### src/rtl/rgb_led_arbiter_if.sv
// Bundle between the LED status requesters and rgb_led_arbiter.
// The master side drives requests, colours and duties; the slave side
// (the arbiter) returns the one-hot grant, the per-channel PWM bits and
// the frame-end strobe.
interface rgb_led_arbiter_if #(
  parameter int NUM_REQ  = 4,
  parameter int PWM_BITS = 3
);
  logic [NUM_REQ-1:0]          req;
  logic [3*NUM_REQ-1:0]        color;
  logic [PWM_BITS*NUM_REQ-1:0] duty;
  logic [NUM_REQ-1:0]          grant;
  logic                        pwm_r;
  logic                        pwm_g;
  logic                        pwm_b;
  logic                        frame;

  modport master (
    output req, color, duty,
    input  grant, pwm_r, pwm_g, pwm_b, frame
  );

  modport slave (
    input  req, color, duty,
    output grant, pwm_r, pwm_g, pwm_b, frame
  );
endinterface

### src/rtl/rgb_led_arbiter.sv
// rgb_led_arbiter: shares the single RGB LED driver between NUM_REQ
// status sources. Ownership only changes on PWM frame boundaries, an
// owner keeps the LED for at least MIN_HOLD frames unless it lets go, and
// one dark frame separates consecutive owners. The three PWM "on" bits
// are produced here and registered so the driver never sees glitches.
// Optional build macro RGB_LED_ARBITER_RR_EN swaps fixed priority
// (index 0 highest) for round-robin starting after the last owner.
module rgb_led_arbiter #(
  parameter int NUM_REQ  = 4,
  parameter int PWM_BITS = 3,
  parameter int MIN_HOLD = 2
) (
  input  logic             i_clk,
  input  logic             i_rst_n,
  rgb_led_arbiter_if.slave bus
);

  localparam int                  OW       = (NUM_REQ > 1) ? $clog2(NUM_REQ) : 1;
  localparam logic [PWM_BITS-1:0] CTR_MAX  = '1;
  localparam logic [3:0]          HOLD_SAT = 4'(MIN_HOLD);

  typedef enum logic [1:0] {
    IDLE  = 2'd0,
    OWNED = 2'd1,
    BLANK = 2'd2
  } state_t;

  state_t              state, state_nxt;
  logic [PWM_BITS-1:0] pwm_ctr, ctr_nxt;
  logic [3:0]          hold_ctr, hold_nxt;
  logic [OW-1:0]       owner, owner_nxt;
  logic [2:0]          col_lat, col_nxt;
  logic [PWM_BITS-1:0] duty_lat, duty_nxt;
  logic [NUM_REQ-1:0]  grant_p1;
  logic [2:0]          pwm_p1;
  logic                frame_p1;
  logic                fe;
  logic                any_req;
  logic                owner_req;
  logic                contender;
  logic [OW-1:0]       winner;

  function automatic logic [2:0] sel_color(input logic [3*NUM_REQ-1:0] c,
                                           input logic [OW-1:0] idx);
    logic [2:0] r;
    r = '0;
    for (int i = 0; i < NUM_REQ; i++)
      if (OW'(i) == idx) r = c[3*i +: 3];
    return r;
  endfunction

  function automatic logic [PWM_BITS-1:0] sel_duty(input logic [PWM_BITS*NUM_REQ-1:0] d,
                                                   input logic [OW-1:0] idx);
    logic [PWM_BITS-1:0] r;
    r = '0;
    for (int i = 0; i < NUM_REQ; i++)
      if (OW'(i) == idx) r = d[PWM_BITS*i +: PWM_BITS];
    return r;
  endfunction

  function automatic logic [NUM_REQ-1:0] onehot(input logic [OW-1:0] idx);
    logic [NUM_REQ-1:0] r;
    r = '0;
    r[idx] = 1'b1;
    return r;
  endfunction

  // Hold counter saturates so a long-lived owner never wraps back to "young".
  function automatic logic [3:0] sat_inc(input logic [3:0] h);
    return (h >= HOLD_SAT) ? HOLD_SAT : h + 4'd1;
  endfunction

`ifdef RGB_LED_ARBITER_RR_EN
  logic [OW-1:0] last_owner;

  // Search starts one past the previous owner; the previous owner itself is
  // checked last, so a sole requester still gets the LED back.
  function automatic logic [OW-1:0] pick_rr(input logic [NUM_REQ-1:0] r,
                                            input logic [OW-1:0] last);
    logic [OW-1:0] w;
    int            idx;
    w = last;
    for (int off = NUM_REQ; off >= 1; off--) begin
      idx = (int'(last) + off) % NUM_REQ;
      if (r[OW'(idx)]) w = OW'(idx);
    end
    return w;
  endfunction

  assign winner    = pick_rr(bus.req, last_owner);
  assign contender = |(bus.req & ~onehot(owner));
`else
  // Lowest asserted index wins.
  function automatic logic [OW-1:0] pick_fixed(input logic [NUM_REQ-1:0] r);
    logic [OW-1:0] w;
    w = '0;
    for (int i = NUM_REQ - 1; i >= 0; i--)
      if (r[OW'(i)]) w = OW'(i);
    return w;
  endfunction

  assign winner    = pick_fixed(bus.req);
  assign contender = |(bus.req & ((NUM_REQ'(1) << owner) - NUM_REQ'(1)));
`endif

  assign fe        = (pwm_ctr == CTR_MAX);
  assign any_req   = |bus.req;
  assign owner_req = bus.req[owner];

  // Next-state, hold and colour/duty latch decisions; all change only at frame end.
  always_comb begin
    state_nxt = state;
    owner_nxt = owner;
    hold_nxt  = hold_ctr;
    col_nxt   = col_lat;
    duty_nxt  = duty_lat;
    ctr_nxt   = pwm_ctr + 1'b1;
    if (fe) begin
      case (state)
        IDLE, BLANK: begin
          if (any_req) begin
            state_nxt = OWNED;
            owner_nxt = winner;
            hold_nxt  = '0;
            col_nxt   = sel_color(bus.color, winner);
            duty_nxt  = sel_duty(bus.duty, winner);
          end else begin
            state_nxt = IDLE;
          end
        end
        OWNED: begin
          hold_nxt = sat_inc(hold_ctr);
          if (!owner_req) begin
            state_nxt = BLANK;
          end else if (contender && (hold_nxt >= HOLD_SAT)) begin
            state_nxt = BLANK;
          end else begin
            col_nxt  = sel_color(bus.color, owner);
            duty_nxt = sel_duty(bus.duty, owner);
          end
        end
        default: state_nxt = IDLE;
      endcase
    end
  end

  // Control state and registered outputs, computed from the values that
  // become current on this edge so every output bit is a flop.
  always_ff @(posedge i_clk or negedge i_rst_n) begin
    if (!i_rst_n) begin
      state    <= IDLE;
      pwm_ctr  <= '0;
      hold_ctr <= '0;
      owner    <= '0;
      grant_p1 <= '0;
      pwm_p1   <= '0;
      frame_p1 <= 1'b0;
    end else begin
      state    <= state_nxt;
      pwm_ctr  <= ctr_nxt;
      hold_ctr <= hold_nxt;
      owner    <= owner_nxt;
      grant_p1 <= (state_nxt == OWNED) ? onehot(owner_nxt) : '0;
      pwm_p1   <= {3{(state_nxt == OWNED) && (ctr_nxt < duty_nxt)}} & col_nxt;
      frame_p1 <= (ctr_nxt == CTR_MAX);
    end
  end

  // Colour/duty latches are data only; their use is gated by the owned state.
  always_ff @(posedge i_clk) begin
    col_lat  <= col_nxt;
    duty_lat <= duty_nxt;
  end

`ifdef RGB_LED_ARBITER_RR_EN
  // Remember who last won so the rotation resumes after them.
  always_ff @(posedge i_clk or negedge i_rst_n) begin
    if (!i_rst_n)
      last_owner <= OW'(NUM_REQ - 1);
    else if ((state_nxt == OWNED) && (state != OWNED))
      last_owner <= owner_nxt;
  end
`endif

  assign bus.grant = grant_p1;
  assign bus.pwm_r = pwm_p1[2];
  assign bus.pwm_g = pwm_p1[1];
  assign bus.pwm_b = pwm_p1[0];
  assign bus.frame = frame_p1;

endmodule

### src/flat_wrapper.sv
// flat-port wrapper written by rule: the top's interface ports become plain ports
module rgb_led_arbiter_flat 
#(
  parameter int NUM_REQ  = 4,
  parameter int PWM_BITS = 3,
  parameter int MIN_HOLD = 2
)
  (i_clk, i_rst_n, bus_req, bus_color, bus_duty, bus_grant, bus_pwm_r, bus_pwm_g, bus_pwm_b, bus_frame);
  rgb_led_arbiter_if #(.NUM_REQ(NUM_REQ), .PWM_BITS(PWM_BITS)) bus_i ();
  input  logic i_clk;
  input  logic i_rst_n;
  input wire logic [$bits(bus_i.req)-1:0] bus_req;
  input wire logic [$bits(bus_i.color)-1:0] bus_color;
  input wire logic [$bits(bus_i.duty)-1:0] bus_duty;
  output wire logic [$bits(bus_i.grant)-1:0] bus_grant;
  output wire logic [$bits(bus_i.pwm_r)-1:0] bus_pwm_r;
  output wire logic [$bits(bus_i.pwm_g)-1:0] bus_pwm_g;
  output wire logic [$bits(bus_i.pwm_b)-1:0] bus_pwm_b;
  output wire logic [$bits(bus_i.frame)-1:0] bus_frame;
  assign bus_i.req = bus_req;
  assign bus_i.color = bus_color;
  assign bus_i.duty = bus_duty;
  assign bus_grant = bus_i.grant;
  assign bus_pwm_r = bus_i.pwm_r;
  assign bus_pwm_g = bus_i.pwm_g;
  assign bus_pwm_b = bus_i.pwm_b;
  assign bus_frame = bus_i.frame;
  rgb_led_arbiter #(.NUM_REQ(NUM_REQ), .PWM_BITS(PWM_BITS), .MIN_HOLD(MIN_HOLD)) u_core (.i_clk(i_clk), .i_rst_n(i_rst_n), .bus(bus_i));
endmodule
### config.mk
export PLATFORM = sky130hd
export DESIGN_NAME = rgb_led_arbiter_flat
export DESIGN_NICKNAME = d
export VERILOG_FILES = /design/src/rtl/rgb_led_arbiter_if.sv /design/src/rtl/rgb_led_arbiter.sv /design/src/flat_wrapper.sv
export SDC_FILE = /design/constraint.sdc
export NUM_CORES = 1
export LEC_CHECK = 0
export ABC_AREA = 1
export CAP_MARGIN = 30
export CORE_MARGIN = 2
export CORE_UTILIZATION = 49
export CTS_CLUSTER_DIAMETER = 50
export DETAILED_ROUTE_END_ITERATION = 8
export PLACE_DENSITY_LB_ADDON = 0.05
export SETUP_SLACK_MARGIN = 0.1
export SLEW_MARGIN = 20
export SYNTH_ARGS = -nofsm -noshare
export SYNTH_HDL_FRONTEND = slang
export SYNTH_SLANG_ARGS = --single-unit
### constraint.sdc
create_clock -name i_clk -period 2.7 [get_ports i_clk]
set_input_delay 0.27 -clock i_clk [delete_from_list [all_inputs] [get_ports i_clk]]
set_output_delay 0.27 -clock i_clk [all_outputs]
set_load 0.01 [all_outputs]
==> impl_metrics.toml <==
[status]
outcome = "complete, no violations"

[cts]
cts_made_buffers = 3
cts.path.max_buffers = 2
insertion_delay_ns = 0.32
cts-htree-levels = 1
cts.hold.buffers_added = 0
sinks_on_clock_net = 25
clk_pin_slew_worst_paths_ns = 0.13
tritoncts_clock_tree = "done"
cts_root_buffer = "clkbuf_4"

[floorplanning]
dieWidth_um = 59.9
design.portCount = 38
design.core.area_um2 = 3000
placementRows = 20
die-area_um2 = 3590
die-height_um = 59.9
initial_utilization_pct = 51.0

[hold_path]
hp-class = "in -> async"

[power]
power-per-cell-area_nw_per_um2 = 676
power.switching_mw = 0.530
ir_drop_mv = 0.412
leakage_nw = 0.988
comb_power_share_pct = 47.5
sequentialPowerShare_pct = 40.3
p_total_mw = 1.34
power.share.switching_pct = 39.6
clock_power_share_pct = 12.2
internal-power_mw = 0.807

[layout]
layout.cells.most_common_list = "48 x nand2_1, 37 x clkdlybuf4s50_1, 32 x inv_1"
insertedDiodeCount = 0
nFillCells = 260
combined_area_of_the_multi_input_logic_cells_um2 = 781
area_growth_pct = 29.0
final_common_cell = "nand2_1"
area_occupied_by_registers_um2 = 596
drive_gt1_share_pct = 9.64
layout.nets = 287

[worst_setup_path]
critPathKind = "reg -> reg"
crit_path_max_fanout = 14
end_kind = "flip-flop"
critical_path_required_ns = 2.96
critical_path.startpoint_type = "flip-flop"
cp_data_arrival_time_ns = 2.63

[sta]
final.setup_skew_ns = 0.00809
fmax_mhz = 422
worst_hold_slack_ns = 0.401
setup_tns_ns = 0
timing_max_transition_violations_final = 0
setup-violations-final = 0
post-route-worst-setup-slack_ns = 0.329
final_hold_viol_count = 0
rsz_0062_raised_after_global_routing = "false"
worst-slew-pin-transition_ns = 0.811
layout_min_cycle_time_ns = 2.37
slew_headroom_pct = 45.8
post-route-period-util_pct = 87.8

[place]
gp_congestion = 0.824
dp_worst_setup_slack_ns = 0.162
place.detailed.hpwl_um = 2770
port_buffers = 37

[detailed_routing]
antenna_violating_nets_post_route = 0
overall_via_count_from_detail_route = 1437
vias_per_cell = 5.10
routedWlPerCell_um = 12.2
dr.first_iter.drc_count = 117
remaining_drcs = 0
postRouteWirelength_um = 3430
drt_pass1_iterations = 4

[global_routing]
grt_usage_pct = 22.0
grt_pass1_vias = 1377
grt_antenna_before_repair = 0
overflow = 0
pin_count_of_the_biggest_net_entering_global_routing = 20
grt_pass1_wl_um = 5980

[synthesis]
flops_latches_synth = 25
synth.cell_area_um2 = 1530
post_synthesis_cell_count = 208
netlist-cell-type-count = 31
synth.yosys.seq_area_share_pct = 38.9
postSynthNetCount = 245
yosysWarnings = 0
syn_area_per_cell_um2 = 7.36

[run]
drv_cap = 0
[synthesized netlist by cell type]
master | instances | area, um2
a21boi_0 | 2 | 15.0
nor2_1 | 20 | 75.1
dfxtp_1 | 6 | 120
nand2_2 | 3 | 18.8
or2_2 | 1 | 6.26
o21ai_0 | 23 | 115
inv_2 | 3 | 11.3
a311o_1 | 1 | 10.0
o22ai_1 | 1 | 6.26
o21ai_1 | 7 | 35.0
buf_6 | 1 | 11.3
nand2_4 | 2 | 22.5
o21ai_4 | 1 | 16.3
a32oi_2 | 1 | 16.3
a21oi_1 | 6 | 30.0
nand2_1 | 48 | 180
a31oi_1 | 2 | 12.5
or2_1 | 1 | 6.26
nand3_4 | 1 | 17.5
a22oi_1 | 1 | 7.51
a21o_1 | 1 | 7.51
nor3_1 | 2 | 10.0
nand4_1 | 2 | 12.5
o21ai_2 | 2 | 17.5
dfrtp_1 | 19 | 475
buf_2 | 3 | 15.0
nor2_4 | 1 | 11.3
nor2_2 | 1 | 6.26
ha_1 | 7 | 87.6
inv_1 | 32 | 120
nand3_1 | 7 | 35.0
[area by class of cell]
cell class	instances	area share, %
Clock buffer	4	1.33
Multi-Input combinational cell	144	39.5
Timing Repair Buffer	41	20.3
Sequential cell	25	30.1
Tap cell	33	2.09
Inverter	35	6.65
[power groups by stage]
stage	clock network (mW)	logic [mW]	registers, mW
finish	0.163	0.635	0.538
global placement	0	0.607	0.544
global route	0.179	0.718	0.552
floorplan	0	0.443	0.537
detailed placement	0	0.623	0.547
CTS	0.166	0.626	0.538
[cells by family after synthesis]
family | share of synthesized area, %
and+or+nand+nor | 26.2
AOI/OAI and AO/OA | 18.9
buffers and inverters | 10.3
DFF | 38.9
adders and majority gates | 5.72
[stage by stage]
step | util (%) | cells | cell area (um2)
CTS | 65.5 | 281 | 1970
detailed placement | 64.6 | 277 | 1940
finish | 65.8 | 282 | 1980
global route | 65.8 | 282 | 1980
floorplan | - | 208 | 1530
global placement | 64.6 | 277 | 1940
[path summary, 6_finish.rpt]
kind                              startpoint                 end  slack [ns]  cells after the start
max reg2reg                  u_core.owner[0]    u_core.pwm_p1[1]        0.33                     13
max                          u_core.owner[0]    u_core.pwm_p1[1]        0.33                     13
min reg2reg                u_core.col_lat[1]   u_core.col_lat[1]        0.47                      2
min in group i_clk         u_core.col_lat[1]   u_core.col_lat[1]        0.47                      2
max in group asynchronous            i_rst_n   u_core.pwm_ctr[1]        1.79                      1
min                                  i_rst_n  u_core.hold_ctr[2]        0.40                      1
[critical path: stages (launching register included)]
cell,delay (ns)
dfrtp_1,0.65
inv_2,0.16
nand2_1,0.13
o21ai_0,0.09
a31oi_1,0.17
o21ai_1,0.09
a21oi_1,0.13
nand2_1,0.06
o21ai_1,0.10
ha_1,0.27
a21o_1,0.21
nor2_4,0.10
nand2_2,0.06
nor2_1,0.08
[routing by layer]
layer  share of wire, %  GRT usage, %  up-vias
li1                   -             -      751
met1                 49          30.5      642
met2                 46          35.9       42
met3                4.9          3.03        2
met4               0.41          6.03        0
met5                  0             0        -
[state kept, by name, summed over array words and instances, names as in the netlist]
register / flops
u_core.pwm_ctr: 3
u_core.hold_ctr: 4
u_core.state: 2
u_core.col_lat: 3
u_core.bus.frame: 1
u_core.pwm_p1: 3
u_core.duty_lat: 3
u_core.bus.grant: 4
u_core.owner: 2
[timing repair]
item / in CTS / in global routing
endpoints found under the setup margin: 0 / 3
setup buffers: 0 / 1
resized for setup: 0 / 1
endpoints found under the hold margin: 0 / 0
No activity file was read; power rests on OpenSTA's default activity.
